## src/rtl/mult_div_unit_pkg.sv

```systemverilog
// Shared definitions for the iterative multiply/divide unit: op codes used by
// the decoder and this unit, plus the FSM state encoding.
package mult_div_unit_pkg;

   localparam int MD_WIDTH = 32;

   typedef enum logic [1:0] {
      MD_MULT  = 2'b00,
      MD_MULTU = 2'b01,
      MD_DIV   = 2'b10,
      MD_DIVU  = 2'b11
   } md_op_e;

   typedef enum logic [1:0] {
      MD_IDLE = 2'b00,
      MD_RUN  = 2'b01,
      MD_FIX  = 2'b10
   } md_state_e;

   function automatic logic md_is_div(input md_op_e op);
      return (op == MD_DIV) || (op == MD_DIVU);
   endfunction

   function automatic logic md_is_signed(input md_op_e op);
      return (op == MD_MULT) || (op == MD_DIV);
   endfunction

endpackage

```

## src/rtl/mult_div_unit.sv

```systemverilog
// Iterative MULT/MULTU/DIV/DIVU unit writing the architectural HI/LO pair.
// Works on magnitudes for WIDTH steps, then applies sign correction in FIX.
module mult_div_unit
   import mult_div_unit_pkg::*;
#(
   parameter int WIDTH = MD_WIDTH
) (
   input  logic             clk,
   input  logic             reset,
   input  logic             start,
   input  logic [1:0]       op,
   input  logic [WIDTH-1:0] rs_data,
   input  logic [WIDTH-1:0] rt_data,
   input  logic             mthi,
   input  logic             mtlo,
   output logic [WIDTH-1:0] hi,
   output logic [WIDTH-1:0] lo,
   output logic             busy,
   output logic             done
);

   // Handshake: start/mthi/mtlo are sampled on a rising edge only while
   // busy=0 (start has priority over a move in the same cycle). busy stays
   // high until the edge that writes hi/lo and raises done for one cycle.

   localparam int CW = $clog2(WIDTH);
   localparam int AW = 2 * WIDTH + 1;

   md_state_e        state_q, state_d;
   logic [CW-1:0]    count_q, count_d;
   md_op_e           op_q, op_d;
   logic             sign_diff_q, sign_diff_d;
   logic             rs_neg_q, rs_neg_d;
   logic             div_zero_q, div_zero_d;
   logic [WIDTH-1:0] rs_raw_q, rs_raw_d;
   logic [WIDTH-1:0] b_mag_q, b_mag_d;
   logic [AW-1:0]    acc_q, acc_d;
   logic [WIDTH-1:0] hi_q, hi_d;
   logic [WIDTH-1:0] lo_q, lo_d;
   logic             done_q, done_d;

   md_op_e           op_in;
   logic             in_rs_neg;
   logic             in_rt_neg;
   logic [WIDTH-1:0] in_rs_mag;
   logic [WIDTH-1:0] in_rt_mag;

   logic             step_div;
   logic [WIDTH:0]   rem_shift;
   logic [WIDTH:0]   add_x;
   logic [WIDTH:0]   add_y;
   logic [WIDTH+1:0] add_sum;
   logic             borrow;
   logic [AW-1:0]    acc_step;

   logic [2*WIDTH-1:0] prod_fixed;
   logic [WIDTH-1:0]   quot_fixed;
   logic [WIDTH-1:0]   rem_fixed;

   // Operand capture: signed ops work on magnitudes; the most negative value
   // simply becomes the unsigned 2^(WIDTH-1).
   always_comb begin
      op_in     = md_op_e'(op);
      in_rs_neg = md_is_signed(op_in) && rs_data[WIDTH-1];
      in_rt_neg = md_is_signed(op_in) && rt_data[WIDTH-1];
      in_rs_mag = in_rs_neg ? -rs_data : rs_data;
      in_rt_mag = in_rt_neg ? -rt_data : rt_data;
   end

   // One shared adder: add for multiply, subtract with borrow-out for divide.
   always_comb begin
      step_div  = md_is_div(op_q);
      rem_shift = {acc_q[2*WIDTH-1:WIDTH], acc_q[WIDTH-1]};
      add_x     = step_div ? rem_shift : acc_q[2*WIDTH:WIDTH];
      add_y     = (step_div || acc_q[0]) ? {1'b0, b_mag_q} : '0;
      add_sum   = {1'b0, add_x} + ({1'b0, add_y} ^ {(WIDTH+2){step_div}})
                + {{(WIDTH+1){1'b0}}, step_div};
      borrow    = add_sum[WIDTH+1];
      if (step_div) begin
         acc_step = {1'b0,
                     (borrow ? rem_shift[WIDTH-1:0] : add_sum[WIDTH-1:0]),
                     acc_q[WIDTH-2:0], ~borrow};
      end else begin
         acc_step = {1'b0, add_sum[WIDTH:0], acc_q[WIDTH-1:1]};
      end
   end

   always_comb begin
      prod_fixed = sign_diff_q ? -acc_q[2*WIDTH-1:0] : acc_q[2*WIDTH-1:0];
      quot_fixed = sign_diff_q ? -acc_q[WIDTH-1:0] : acc_q[WIDTH-1:0];
      rem_fixed  = rs_neg_q ? -acc_q[2*WIDTH-1:WIDTH] : acc_q[2*WIDTH-1:WIDTH];
   end

   always_comb begin
      state_d     = state_q;
      count_d     = count_q;
      op_d        = op_q;
      sign_diff_d = sign_diff_q;
      rs_neg_d    = rs_neg_q;
      div_zero_d  = div_zero_q;
      rs_raw_d    = rs_raw_q;
      b_mag_d     = b_mag_q;
      acc_d       = acc_q;
      hi_d        = hi_q;
      lo_d        = lo_q;
      done_d      = 1'b0;

      case (state_q)
         MD_IDLE: begin
            if (start) begin
               state_d     = MD_RUN;
               count_d     = '0;
               op_d        = op_in;
               sign_diff_d = in_rs_neg ^ in_rt_neg;
               rs_neg_d    = in_rs_neg;
               div_zero_d  = (rt_data == '0);
               rs_raw_d    = rs_data;
               b_mag_d     = in_rt_mag;
               acc_d       = {{(WIDTH+1){1'b0}}, in_rs_mag};
            end else begin
               if (mthi) hi_d = rs_data;
               if (mtlo) lo_d = rs_data;
            end
         end

         MD_RUN: begin
            acc_d   = acc_step;
            count_d = count_q + 1'b1;
            if (count_q == CW'(WIDTH - 1)) state_d = MD_FIX;
         end

         MD_FIX: begin
            state_d = MD_IDLE;
            done_d  = 1'b1;
            if (!md_is_div(op_q)) begin
               hi_d = prod_fixed[2*WIDTH-1:WIDTH];
               lo_d = prod_fixed[WIDTH-1:0];
            end else if (div_zero_q) begin
               hi_d = rs_raw_q;
               lo_d = '1;
            end else begin
               hi_d = rem_fixed;
               lo_d = quot_fixed;
            end
         end

         default: state_d = MD_IDLE;
      endcase
   end

   always_ff @(posedge clk or posedge reset) begin
      if (reset) begin
         state_q     <= MD_IDLE;
         count_q     <= '0;
         op_q        <= MD_MULT;
         sign_diff_q <= 1'b0;
         rs_neg_q    <= 1'b0;
         div_zero_q  <= 1'b0;
         rs_raw_q    <= '0;
         b_mag_q     <= '0;
         acc_q       <= '0;
         hi_q        <= '0;
         lo_q        <= '0;
         done_q      <= 1'b0;
      end else begin
         state_q     <= state_d;
         count_q     <= count_d;
         op_q        <= op_d;
         sign_diff_q <= sign_diff_d;
         rs_neg_q    <= rs_neg_d;
         div_zero_q  <= div_zero_d;
         rs_raw_q    <= rs_raw_d;
         b_mag_q     <= b_mag_d;
         acc_q       <= acc_d;
         hi_q        <= hi_d;
         lo_q        <= lo_d;
         done_q      <= done_d;
      end
   end

   assign hi   = hi_q;
   assign lo   = lo_q;
   assign busy = (state_q != MD_IDLE);
   assign done = done_q;

endmodule

```

## config.mk

```make
export PLATFORM = sky130hd
export DESIGN_NAME = mult_div_unit
export DESIGN_NICKNAME = d
export VERILOG_FILES = /design/src/rtl/mult_div_unit_pkg.sv /design/src/rtl/mult_div_unit.sv
export SDC_FILE = /design/constraint.sdc
export NUM_CORES = 1
export LEC_CHECK = 0
export CAP_MARGIN = 20
export CORE_MARGIN = 2
export CORE_UTILIZATION = 41
export DETAILED_ROUTE_END_ITERATION = 6
export GPL_TIMING_DRIVEN = 0
export PLACE_DENSITY = 0.62
export SYNTH_ARGS = -nofsm -noshare
export SYNTH_HDL_FRONTEND = slang
export SYNTH_SLANG_ARGS = --single-unit
```

## constraint.sdc

```tcl
create_clock -name clk -period 6.2 [get_ports clk]
set_clock_uncertainty 0.2 [all_clocks]
set_input_delay 0.62 -clock clk [delete_from_list [all_inputs] [get_ports clk]]
set_output_delay 0.62 -clock clk [all_outputs]
set_load 0.02 [all_outputs]
```

-- Yosys cells after proc, flatten, opt, wreduce, memory -nomap -nowiden
Cells that the tools add are included.
- add/subtract/negate cells: 8
- bitwise operators: 3
- equal/unequal tests: 11
- reductions and logical operators: 16
- mux-type cells: 27
- operator list (operator ; count):
    $mux W32 ; 14
    $pmux W65 S2 ; 1
    $mux W64 ; 2
    $neg A32 Y32 ; 4
    $pmux W32 S2 ; 2
    $mux W65 ; 1
    $neg A64 Y64 ; 1
    $add A33 B34 Y34 ; 1
    $add A34 B1 Y34 ; 1
    $xor A32 B34 Y34 ; 1
    $mux W33 ; 1
    $logic_not A32 Y1 ; 1
    $ne A2 B2 Y1 const B ; 5
    $pmux W5 S2 ; 1
    $eq A2 B2 Y1 const B ; 4
    $reduce_and A2 Y1 ; 3
    $reduce_and A3 Y1 ; 2
    $reduce_bool A2 Y1 ; 3
    $add A5 B1 Y5 const B ; 1
    $eq A5 B5 Y1 const B ; 1
    $mux W5 ; 1
    $logic_not A2 Y1 ; 2
    $mux W2 ; 2
    $pmux W2 S2 ; 1
    other kinds (6) ; 9
- bits in registers: 206
- output and inout port bits: 66
- bits of input ports: 71
- logic and storage cells: 77

-- Logic depth before layout (Yosys ltp)
Gate-level depths: netlist (run 1).
- depth after elaboration: 10
- depth in mapped cells: 19
- depth with buffers taken out: 15

-- Worst setup path before layout (run 1)
OpenSTA, ideal clock, no wires.
- kind: flip-flop to flip-flop
- start point: register op_q[1]
- end point: register acc_q[61]
- data arrival time: 4290 ps
- buffers on the path: 3
- stages on the path, launching flop included: 15
- required time: 5906 ps
- setup slack: 1616 ps
- library setup time: 94 ps
- period minus slack after synthesis: 4584 ps
- path through: dfrtp_1 clkbuf_1 buf_1 buf_1 mux2_2 ha_1 a211oi_1 nor2_1 o31a_1 a2111oi_0 nor3_1 nand2b_1 a31oi_1 mux2_2 a211oi_1
- word-level cells in the longest chain between the ends: 10
- elaborated cells on any way between the ends: 12
- classes of those cells: 2 x add/sub; 2 x eq/ne; 5 x mux; 1 x bitwise; 2 x reduce/logical
- ends and longest elaborated chain (element ; line ; text):
    from (decl) ; mult_div_unit.sv:31 ; md_op_e op_q, op_d;
    from (signal assigned) ; mult_div_unit.sv:168 ; op_q <= op_d;
    $eq A2 B2 Y1 ; mult_div_unit_pkg.sv:21 ; return (op == MD_DIV) || (op == MD_DIVU);
    $logic_or A1 B1 Y1 (*) ; mult_div_unit_pkg.sv:21 ;
    $logic_or A1 B1 Y1 ; mult_div_unit.sv:75 ; add_y = (step_div || acc_q[0]) ? {1'b0, b_mag_q} : '0;
    $mux W32 ; mult_div_unit.sv:75 ;
    $xor A32 B34 Y34 ; mult_div_unit.sv:76 ; add_sum = {1'b0, add_x} + ({1'b0, add_y} ^ {(WIDTH+2){step_div}})
    $add A33 B34 Y34 ; mult_div_unit.sv:76 ;
    $add A34 B1 Y34 ; mult_div_unit.sv:77 ; + {{(WIDTH+1){1'b0}}, step_div};
    $mux W32 ; mult_div_unit.sv:81 ; (borrow ? rem_shift[WIDTH-1:0] : add_sum[WIDTH-1:0]),
    $mux W64 (*) ; mult_div_unit.sv:79 ; if (step_div) begin
    $pmux W65 S2 (*) ; mult_div_unit.sv:108 ; case (state_q)
    to (signal assigned) ; mult_div_unit.sv:161 ; acc_q <= '0;
    to (signal assigned) ; mult_div_unit.sv:174 ; acc_q <= acc_d;
    to (decl) ; mult_div_unit.sv:37 ; logic [AW-1:0] acc_q, acc_d;
Mark *: on every way between the ends. The rest lies on a longest branch, timed or not.
A chain may end at the register's enable or synchronous reset.

-- Worst setup path after layout (run 1)
- start point: register op_q[1]
- end point: register acc_q[50]
The elaborated chain is that of the path after synthesis.

==> results.sh, run 1 <==
export IMPL_outcome="completed"
export IMPL_drc=0
export IMPL_synth_nets=2077
export IMPL_worstSetupEndpointType="register"
export IMPL_ant_nets=0
export IMPL_clock_sinks=204
export IMPL_final_cell_mix="nand2_1, o21ai_0, dfrtp_1"
export IMPL_worstPathMaxFanout=10
export IMPL_yosysWarningCount=0
export IMPL_total_power_mw=12.0
export IMPL_cts_tree="built"
export IMPL_p_leak_nw=7.29
export IMPL_cpPeakStageDelay_ns=0.59
export IMPL_clkLatencyLatePin_ns=0.55
export IMPL_wl_per_cell_microns=23.2
export IMPL_die_w_microns=197
export IMPL_layout_commonest_cell="nand2_1"
export IMPL_synth_edff_count=0
export IMPL_vdd_drop_max_mv=0.298
export IMPL_hp_class="in -> reg"
export IMPL_dpl_hpwl_mm=47.4
export IMPL_cp_arrival_ns=6.24
export IMPL_drive_gt1_share_pct=5.68
export IMPL_ys_seq_area_share_pct=33.3
export IMPL_routed_wl_mm=60.6
export IMPL_drt_iter0_drc=1244
export IMPL_root_buffer="clkbuf_16"
export IMPL_relSlewSlack_pct=24.1
export IMPL_postCtsSetupBuffers=0
export IMPL_ys_types=79
export IMPL_p_per_area_nw_per_um2=658
export IMPL_synthCells=1968
export IMPL_antenna_found_initial=0
export IMPL_clockBufferDepth=3
export IMPL_grt_pass1_wl_mm=91.6
export IMPL_maxCapViolations=0
export IMPL_fmax_mhz=167
export IMPL_finalCriticalPeriod_ns=6.00
export IMPL_synth_seq_cells=204
export IMPL_async_flop_share_pct=100
export IMPL_io_buffers=127
export IMPL_syn_to_final_growth_pct=19.1
export IMPL_crit_type="reg -> reg"
export IMPL_grt_usage_pct=30.9
export IMPL_slew_viol_final=0
export IMPL_antenna_cells=0
export IMPL_numCtsBuffers=27
export IMPL_post_route_util_pct=49.8
export IMPL_via_count=15700
export IMPL_start_kind="register"
export IMPL_drtPass1Iterations=6
export IMPL_slowest_stage="clkbuf_1"
export IMPL_clk_pin_slew_ns=0.06
export IMPL_rsz0062_at_grt="no"
export IMPL_grt_pass1_vias=15100
export IMPL_grt_max_degree=42
export IMPL_crit_required_ns=6.44
export IMPL_syn_cell_area_sq_um=15300
export IMPL_num_rows=70
export IMPL_finalSetupViolCount=0
export IMPL_place_congestion=0.941
export IMPL_syn_avg_cell_area_sq_um=7.79
export IMPL_ctsHtreeMaxLevel=1
export IMPL_final_hold_viol_count=0
export IMPL_ios=137
export IMPL_die_y_microns=197
export IMPL_synthFlopType="dfrtp_1"
export IMPL_coreArea_sq_um=36700
export IMPL_overflow=0
export IMPL_worst_pin_slew_ns=1.14
export IMPL_vias_per_cell=5.99
export IMPL_start_util_pct=41.8
export IMPL_crit_chain="inv_2 > clkbuf_1 > clkbuf_2 > clkbuf_1 > o21ai_0 > ha_1 > nand4_1 > nor4bb_1 > nor2_1 > a211oi_2 > o211ai_1 > a21oi_1 > buf_2 > buf_2 > mux2i_1 > a21oi_1 > a31o_2"
export IMPL_fin_crit_sh_pct=96.7
export IMPL_layout_nets=2239
export IMPL_dieArea_sq_um=39000
worst max-delay path, delay by kind of cell (launching register included):
| kind | cells | cell delay (ns) |
|---|---|---|
| buf+inv | 6 | 2.44 |
| compound gates | 6 | 1.44 |
| simple gates | 3 | 0.67 |
| flops | 1 | 0.45 |
| fa+ha+maj | 1 | 0.41 |
| mux | 1 | 0.25 |
final timing paths:
path	start	to	slack [ns]	depth (start not counted)
setup reg to reg	op_q[1]	acc_q[50]	0.20	17
hold reg to reg	lo[5]	lo[5]	0.27	2
min in group asynchronous	reset	hi[26]	0.31	2
hold / removal	rs_data[12]	rs_raw_q[12]	0.19	3
setup / recovery	op_q[1]	acc_q[50]	0.20	17
max in group asynchronous	reset	b_mag_q[1]	4.33	5
through the flow:
stage               instances  instance area, sq um  hold WS, ns  setup TNS (ns)  worst slack [ns]
CTS                      2615                 18300        0.173               0            0.0945
global route             2615                 18300        0.221               0            0.0633
floorplan                1968                 15300        0.240               0              1.62
detailed placement       2569                 17300        0.263          -17.63            -0.701
global placement         2563                 17200        0.254          -16.95            -0.661
finish                   2615                 18300        0.191               0             0.204
metal layers:
| layer | share of wire, % | GRT usage [%] | vias up |
|---|---|---|---|
| li1 | - | - | 7410 |
| met1 | 41 | 38.2 | 7481 |
| met2 | 48 | 53.2 | 608 |
| met3 | 5.8 | 3.70 | 155 |
| met4 | 5.2 | 15.1 | 0 |
| met5 | 0 | 0 | - |
flip-flops by register name, summed over array words and instances, names as in the netlist:
| signal | count |
|---|---|
| acc_q | 64 |
| b_mag_q | 32 |
| hi | 32 |
| lo | 32 |
| rs_raw_q | 32 |
| count_q | 5 |
| state_q | 2 |
| div_zero_q | 1 |
| done | 1 |
| op_q | 1 |
| rs_neg_q | 1 |
| sign_diff_q | 1 |
cell usage after synthesis, drive strengths merged, types with 37 or more instances:
library cell	instances	area, sq um
a21oi	119	596
mux2i	57	571
xnor2	88	771
nand2	335	1260
nor2	95	357
o211ai	40	300
ha	37	463
dfrtp	204	5100
inv	37	139
o21ai	292	1460
clkbuf	144	542
o22ai	45	282
xor2	39	342
area by class of cell:
type	count	area, sq um
Buffer	169	656
Clock buffer	38	777
Clock inverter	8	168
Fill cell	3688	18400
Inverter	37	143
Multi-Input combinational cell	1558	9450
Sequential cell	204	5100
Tap cell	468	586
Timing Repair Buffer	133	1380
cells by family after synthesis:
family,after synthesis,synth area share (%)
AO/OA/AOI/OAI,680,27.0
AND/OR/NAND/NOR,632,18.6
buffers and inverters,206,5.14
flip-flops,204,33.3
XOR/XNOR,127,7.25
multiplexers,81,5.51
adder cells (fa/ha/maj),38,3.15
where the power goes:
part | leakage [nW] | total, mW | internal (mW) | switching, mW
clock | 0.460 | 1.69 | 1.07 | 0.618
sequential | 2.50 | 2.55 | 2.00 | 0.546
combinational | 4.33 | 7.79 | 3.06 | 4.73
repair_timing:
item | in CTS | in global routing
endpoints found under the hold margin | 0 | 0
endpoints found under the setup margin | 33 | 20
hold buffers | 0 | 0
gates cloned | 0 | 0
gates resized for setup | 4 | 4
Power figures use the tool's default switching activity.
==> inputs of run 2 (changes only) <==
--- a/config.mk
+++ b/config.mk
@@ -10,7 +10,6 @@
 export CORE_UTILIZATION = 41
 export DETAILED_ROUTE_END_ITERATION = 6
 export GPL_TIMING_DRIVEN = 0
-export PLACE_DENSITY = 0.62
 export SYNTH_ARGS = -nofsm -noshare
 export SYNTH_HDL_FRONTEND = slang
 export SYNTH_SLANG_ARGS = --single-unit
==> results.sh, run 2 (synthesized netlist as in run 1, its figures left out) <==
export IMPL_outcome="completed"
export IMPL_ios=137
export IMPL_postCtsSetupBuffers=0
export IMPL_final_cell_mix="nand2_1, o21ai_0, dfrtp_1"
export IMPL_drt_iter0_drc=1156
export IMPL_grt_usage_pct=31.2
export IMPL_cts_tree="built"
export IMPL_coreArea_sq_um=36700
export IMPL_cp_arrival_ns=6.13
export IMPL_worst_pin_slew_ns=1.12
export IMPL_fin_crit_sh_pct=94.9
export IMPL_dpl_hpwl_mm=47.5
export IMPL_p_leak_nw=7.25
export IMPL_grt_max_degree=41
export IMPL_numCtsBuffers=25
export IMPL_crit_required_ns=6.44
export IMPL_ctsHoldBuffers=0
export IMPL_rsz0062_at_grt="no"
export IMPL_via_count=15600
export IMPL_worstSetupEndpointType="register"
export IMPL_crit_type="reg -> reg"
export IMPL_start_util_pct=41.8
export IMPL_hp_class="in -> reg"
export IMPL_slowest_stage="dfrtp_1"
export IMPL_grt_pass1_wl_mm=92.3
export IMPL_vias_per_cell=5.96
export IMPL_crit_chain="clkbuf_2 > clkbuf_2 > buf_2 > clkbuf_1 > o21ai_0 > ha_1 > clkbuf_1 > nand4_1 > or3_1 > a211oi_2 > o211ai_1 > a21oi_1 > buf_2 > buf_2 > mux2i_1 > a21oi_1 > a31o_2"
export IMPL_drc=0
export IMPL_wl_per_cell_microns=23.3
export IMPL_total_power_mw=11.9
export IMPL_num_rows=70
export IMPL_antenna_cells=0
export IMPL_place_congestion=0.932
export IMPL_layout_nets=2236
export IMPL_die_w_microns=197
export IMPL_dieArea_sq_um=39000
export IMPL_crit_top_cell="buf_2"
export IMPL_ctsHtreeMaxLevel=1
export IMPL_io_buffers=127
export IMPL_post_route_util_pct=49.5
export IMPL_vdd_drop_max_mv=0.257
export IMPL_finalSetupViolCount=0
export IMPL_layout_commonest_cell="nand2_1"
export IMPL_root_buffer="clkbuf_16"
export IMPL_grt_pass1_vias=15200
export IMPL_final_hold_viol_count=0
export IMPL_relSlewSlack_pct=25.1
export IMPL_overflow=0
export IMPL_finalCriticalPeriod_ns=5.89
export IMPL_fmax_mhz=170
export IMPL_clockBufferDepth=3
export IMPL_clkLatencyLatePin_ns=0.55
export IMPL_start_kind="register"
export IMPL_syn_to_final_growth_pct=18.4
export IMPL_cpPeakStageDelay_ns=0.51
export IMPL_worst_path_buf_inv=7
export IMPL_largest_reg_flops=64
export IMPL_antenna_found_initial=2
export IMPL_crit_family="buffers and inverters"
export IMPL_routed_wl_mm=60.7
export IMPL_die_y_microns=197
export IMPL_p_per_area_nw_per_um2=653
export IMPL_regMostFlops="acc_q"
export IMPL_slew_viol_final=0
export IMPL_ant_nets=0
export IMPL_clock_sinks=204
export IMPL_drive_gt1_share_pct=5.60
export IMPL_worstPathMaxFanout=10
export IMPL_clk_pin_slew_ns=0.06
export IMPL_drtPass1Iterations=6
export IMPL_maxCapViolations=0
## run 2: cell types whose count changed in the layout (fill, tap and decap cells not counted)
cell / previous run / this run
a2111oi_0: 4 / 3
a2111oi_1: 0 / 1
buf_1: 15 / 14
buf_2: 10 / 11
bufinv_16: 5 / 2
clkbuf_16: 27 / 25
clkbuf_8: 6 / 9
clkinvlp_4: 2 / 1
## run 2: worst register-to-register path, cell delays in order, from the launching register on
cell	delay, ns
dfrtp_1	0.51
clkbuf_2	0.35
clkbuf_2	0.41
buf_2	0.41
clkbuf_1	0.42
o21ai_0	0.23
ha_1	0.33
clkbuf_1	0.31
nand4_1	0.18
or3_1	0.38
a211oi_2	0.42
o211ai_1	0.20
a21oi_1	0.15
buf_2	0.31
buf_2	0.38
mux2i_1	0.25
a21oi_1	0.09
a31o_2	0.23
## run 2: metal layers
| layer | track usage (%) | vias up | share of wire, % |
|---|---|---|---|
| li1 | - | 7415 | - |
| met1 | 38.5 | 7439 | 41 |
| met2 | 54.3 | 555 | 48 |
| met3 | 3.62 | 151 | 5.5 |
| met4 | 15.1 | 2 | 5.3 |
| met5 | 0 | - | 0.021 |
## run 2: report_power, final
part	switching, mW	internal [mW]	total [mW]
clock network	0.604	0.926	1.53
logic	4.73	3.06	7.79
registers	0.544	2.00	2.54
total	5.88	5.99	11.9
## run 2: through the flow
stage	worst slack [ns]	area (sq um)	cells	hold slack [ns]	TNS, ns
6_report	0.314	18200	2612	0.189	0
5_1_grt	0.114	18200	2612	0.219	0
4_1_cts	0.0534	18200	2613	0.178	0
3_5_place_dp	-0.648	17300	2569	0.259	-16.41
3_3_place_gp	-0.674	17200	2563	0.252	-16.61
2_1_floorplan	1.62	15300	1968	0.240	0
## run 2: what timing repair did
| item | in CTS | in global routing |
|---|---|---|
| hold endpoints to repair | 0 | 0 |
| resized for setup | 4 | 4 |
| setup endpoints to repair | 33 | 28 |
## run 2: final timing paths
path	start	endpoint	slack (ns)	cells past startpoint
min in group asynchronous	reset	acc_q[27]	0.32	2
max reg2reg	op_q[1]	acc_q[43]	0.31	17
min reg2reg	lo[7]	lo[7]	0.28	2
max in group asynchronous	reset	done	4.57	4
min	rs_data[12]	rs_raw_q[12]	0.19	3
max	op_q[1]	acc_q[43]	0.31	17
## run 2: layout make-up
type | count | area (sq um)
Inverter | 37 | 143
Fill cell | 3731 | 18500
Tap cell | 468 | 586
Clock inverter | 4 | 70.1
Sequential cell | 204 | 5100
Multi-Input combinational cell | 1558 | 9450
Timing Repair Buffer | 133 | 1380
Buffer | 168 | 652
Clock buffer | 40 | 772
==> inputs of run 3 (changes only) <==
--- a/config.mk
+++ b/config.mk
@@ -6,8 +6,8 @@
 export NUM_CORES = 1
 export LEC_CHECK = 0
 export CAP_MARGIN = 20
-export CORE_MARGIN = 2
 export CORE_UTILIZATION = 41
+export CTS_CLUSTER_DIAMETER = 30
 export DETAILED_ROUTE_END_ITERATION = 6
 export GPL_TIMING_DRIVEN = 0
 export SYNTH_ARGS = -nofsm -noshare
==> results.sh, run 3 (synthesized netlist as in run 1, its figures left out) <==
export IMPL_final_cell_mix="nand2_1, o21ai_0, dfrtp_1"
export IMPL_setup_ws_ns=0.194
export IMPL_layout_commonest_cell="nand2_1"
export IMPL_syn_to_final_growth_pct=26.1
export IMPL_pre_cts_ws_ns=-0.632
export IMPL_fin_cells=2674
export IMPL_fin_crit_sh_pct=96.9
export IMPL_nFillCells=3538
export IMPL_ios=137
export IMPL_maxCapViolations=0
export IMPL_seq_power_share_pct=19.0
export IMPL_total_power_mw=13.4
export IMPL_worstSetupEndpointType="register"
export IMPL_largest_reg_flops=64
export IMPL_seqCellArea_sq_um=5100
export IMPL_finalSetupViolCount=0
export IMPL_p_sw_share_pct=46.0
export IMPL_clk_pin_slew_ns=0.05
export IMPL_clockBufferDepth=3
export IMPL_wl_per_cell_microns=22.9
export IMPL_cp_arrival_ns=6.32
export IMPL_p_per_area_nw_per_um2=695
export IMPL_overflow=0
export IMPL_slew_viol_final=0
export IMPL_ant_nets=0
export IMPL_vias_per_cell=5.90
export IMPL_root_buffer="clkbuf_16"
export IMPL_antenna_cells=0
export IMPL_final_hold_viol_count=0
export IMPL_power_frac_comb_pct=57.9
export IMPL_drt_iter0_drc=1177
export IMPL_place_congestion=0.964
export IMPL_start_util_pct=41.8
export IMPL_grt_pass1_vias=15600
export IMPL_clkLatencyLatePin_ns=0.61
export IMPL_drive_gt1_share_pct=7.98
export IMPL_place_area_sq_um=17300
export IMPL_regMostFlops="acc_q"
export IMPL_via_count=15800
export IMPL_drc=0
export IMPL_worst_pin_slew_ns=1.12
export IMPL_dpl_hpwl_mm=47.1
export IMPL_switchingPower_mw=6.18
export IMPL_layout_nets=2269
export IMPL_routed_wl_mm=61.3
export IMPL_relSlewSlack_pct=24.6
export IMPL_num_rows=70
export IMPL_numCtsBuffers=57
export IMPL_rsz0062_at_grt="no"
export IMPL_grt_usage_pct=32.3
export IMPL_placed_cells=2569
export IMPL_pwr_share_clk_pct=23.1
export IMPL_grt_pass1_wl_mm=93.6
export IMPL_cts_tree="built"
export IMPL_io_buffers=127
export IMPL_antenna_found_initial=1
export IMPL_finalCriticalPeriod_ns=6.01
export IMPL_crit_type="reg -> reg"
export IMPL_grt_max_degree=42
export IMPL_p_leak_nw=7.83
export IMPL_coreArea_sq_um=36700
export IMPL_hp_class="in -> reg"
export IMPL_dieArea_sq_um=38200
export IMPL_ctsHtreeMaxLevel=2
export IMPL_die_w_microns=195
export IMPL_die_y_microns=195
export IMPL_drtPass1Iterations=5
export IMPL_stdcell_area_sq_um=19300
export IMPL_clock_sinks=204
export IMPL_crit_required_ns=6.51
export IMPL_worstPathMaxFanout=10
export IMPL_fmax_mhz=166
export IMPL_outcome="completed"
export IMPL_cellInternalPower_mw=7.26
export IMPL_start_kind="register"
export IMPL_vdd_drop_max_mv=0.268
export IMPL_multiInputGateArea_sq_um=9450
==> run 3: power groups by stage <==
stage	Clock [mW]	Sequential, mW	Combinational (mW)
floorplan	0	2.63	5.18
global placement	0	2.53	7.52
detailed placement	0	2.55	7.64
CTS	3.12	2.54	7.69
global route	3.20	2.64	8.49
finish	3.11	2.55	7.77
==> run 3: worst max-delay path: stages (launching register included) <==
cell and delay, ns:
dfrtp_1 0.47, inv_2 0.22, clkbuf_1 0.61, clkbuf_2 0.47, clkbuf_1 0.45, o21ai_0 0.21, ha_1 0.38, nor2b_1 0.18
o2111ai_1 0.24, a21boi_1 0.19, a2111oi_0 0.82, buf_1 0.22, nor3_1 0.08, nand2b_1 0.22, a31oi_1 0.36, mux2_2 0.38
a211oi_1 0.24
==> run 3: timing repair <==
item                                    in CTS  in global routing
endpoints found under the hold margin        0                  0
endpoints found under the setup margin      33                 14
setup buffers                                0                  0
gates resized for setup                      5                  2
pin swaps                                    0                  0
hold buffers                                 0                  0
==> run 3: final timing paths <==
kind,from,to,slack [ns],cells after the start
setup / recovery,op_q[1],acc_q[61],0.19,16
hold / removal,rs_data[12],rs_raw_q[12],0.15,3
setup reg to reg,op_q[1],acc_q[61],0.19,16
hold reg to reg,lo[8],lo[8],0.27,2
max in group asynchronous,reset,b_mag_q[0],4.74,3
min in group asynchronous,reset,hi[31],0.34,2
==> run 3: cell type report <==
class | count | area share, %
buffer | 169 | 3.39
clock buffer | 76 | 8.21
clock inverter | 29 | 2.27
inverter | 37 | 0.737
multi-input combinational | 1558 | 48.9
sequential | 204 | 26.4
tap | 468 | 3.03
timing repair buffer | 133 | 7.11
==> run 3: metal layers <==
layer	track usage, %	vias to the layer above	routed length, microns
li1	-	7523	-
met4	16.7	2	3280
met5	0	-	12
met2	55.0	577	29200
met1	39.4	7515	25500
met3	4.97	159	3330
==> run 3: stage by stage <==
stage	hold WS, ns	util (%)	setup TNS, ns
2_1_floorplan	0.240	-	0
3_3_place_gp	0.253	46.9	-13.70
3_5_place_dp	0.258	47.2	-16.51
4_1_cts	0.126	52.7	0
5_1_grt	0.156	52.7	0
6_report	0.154	52.7	0
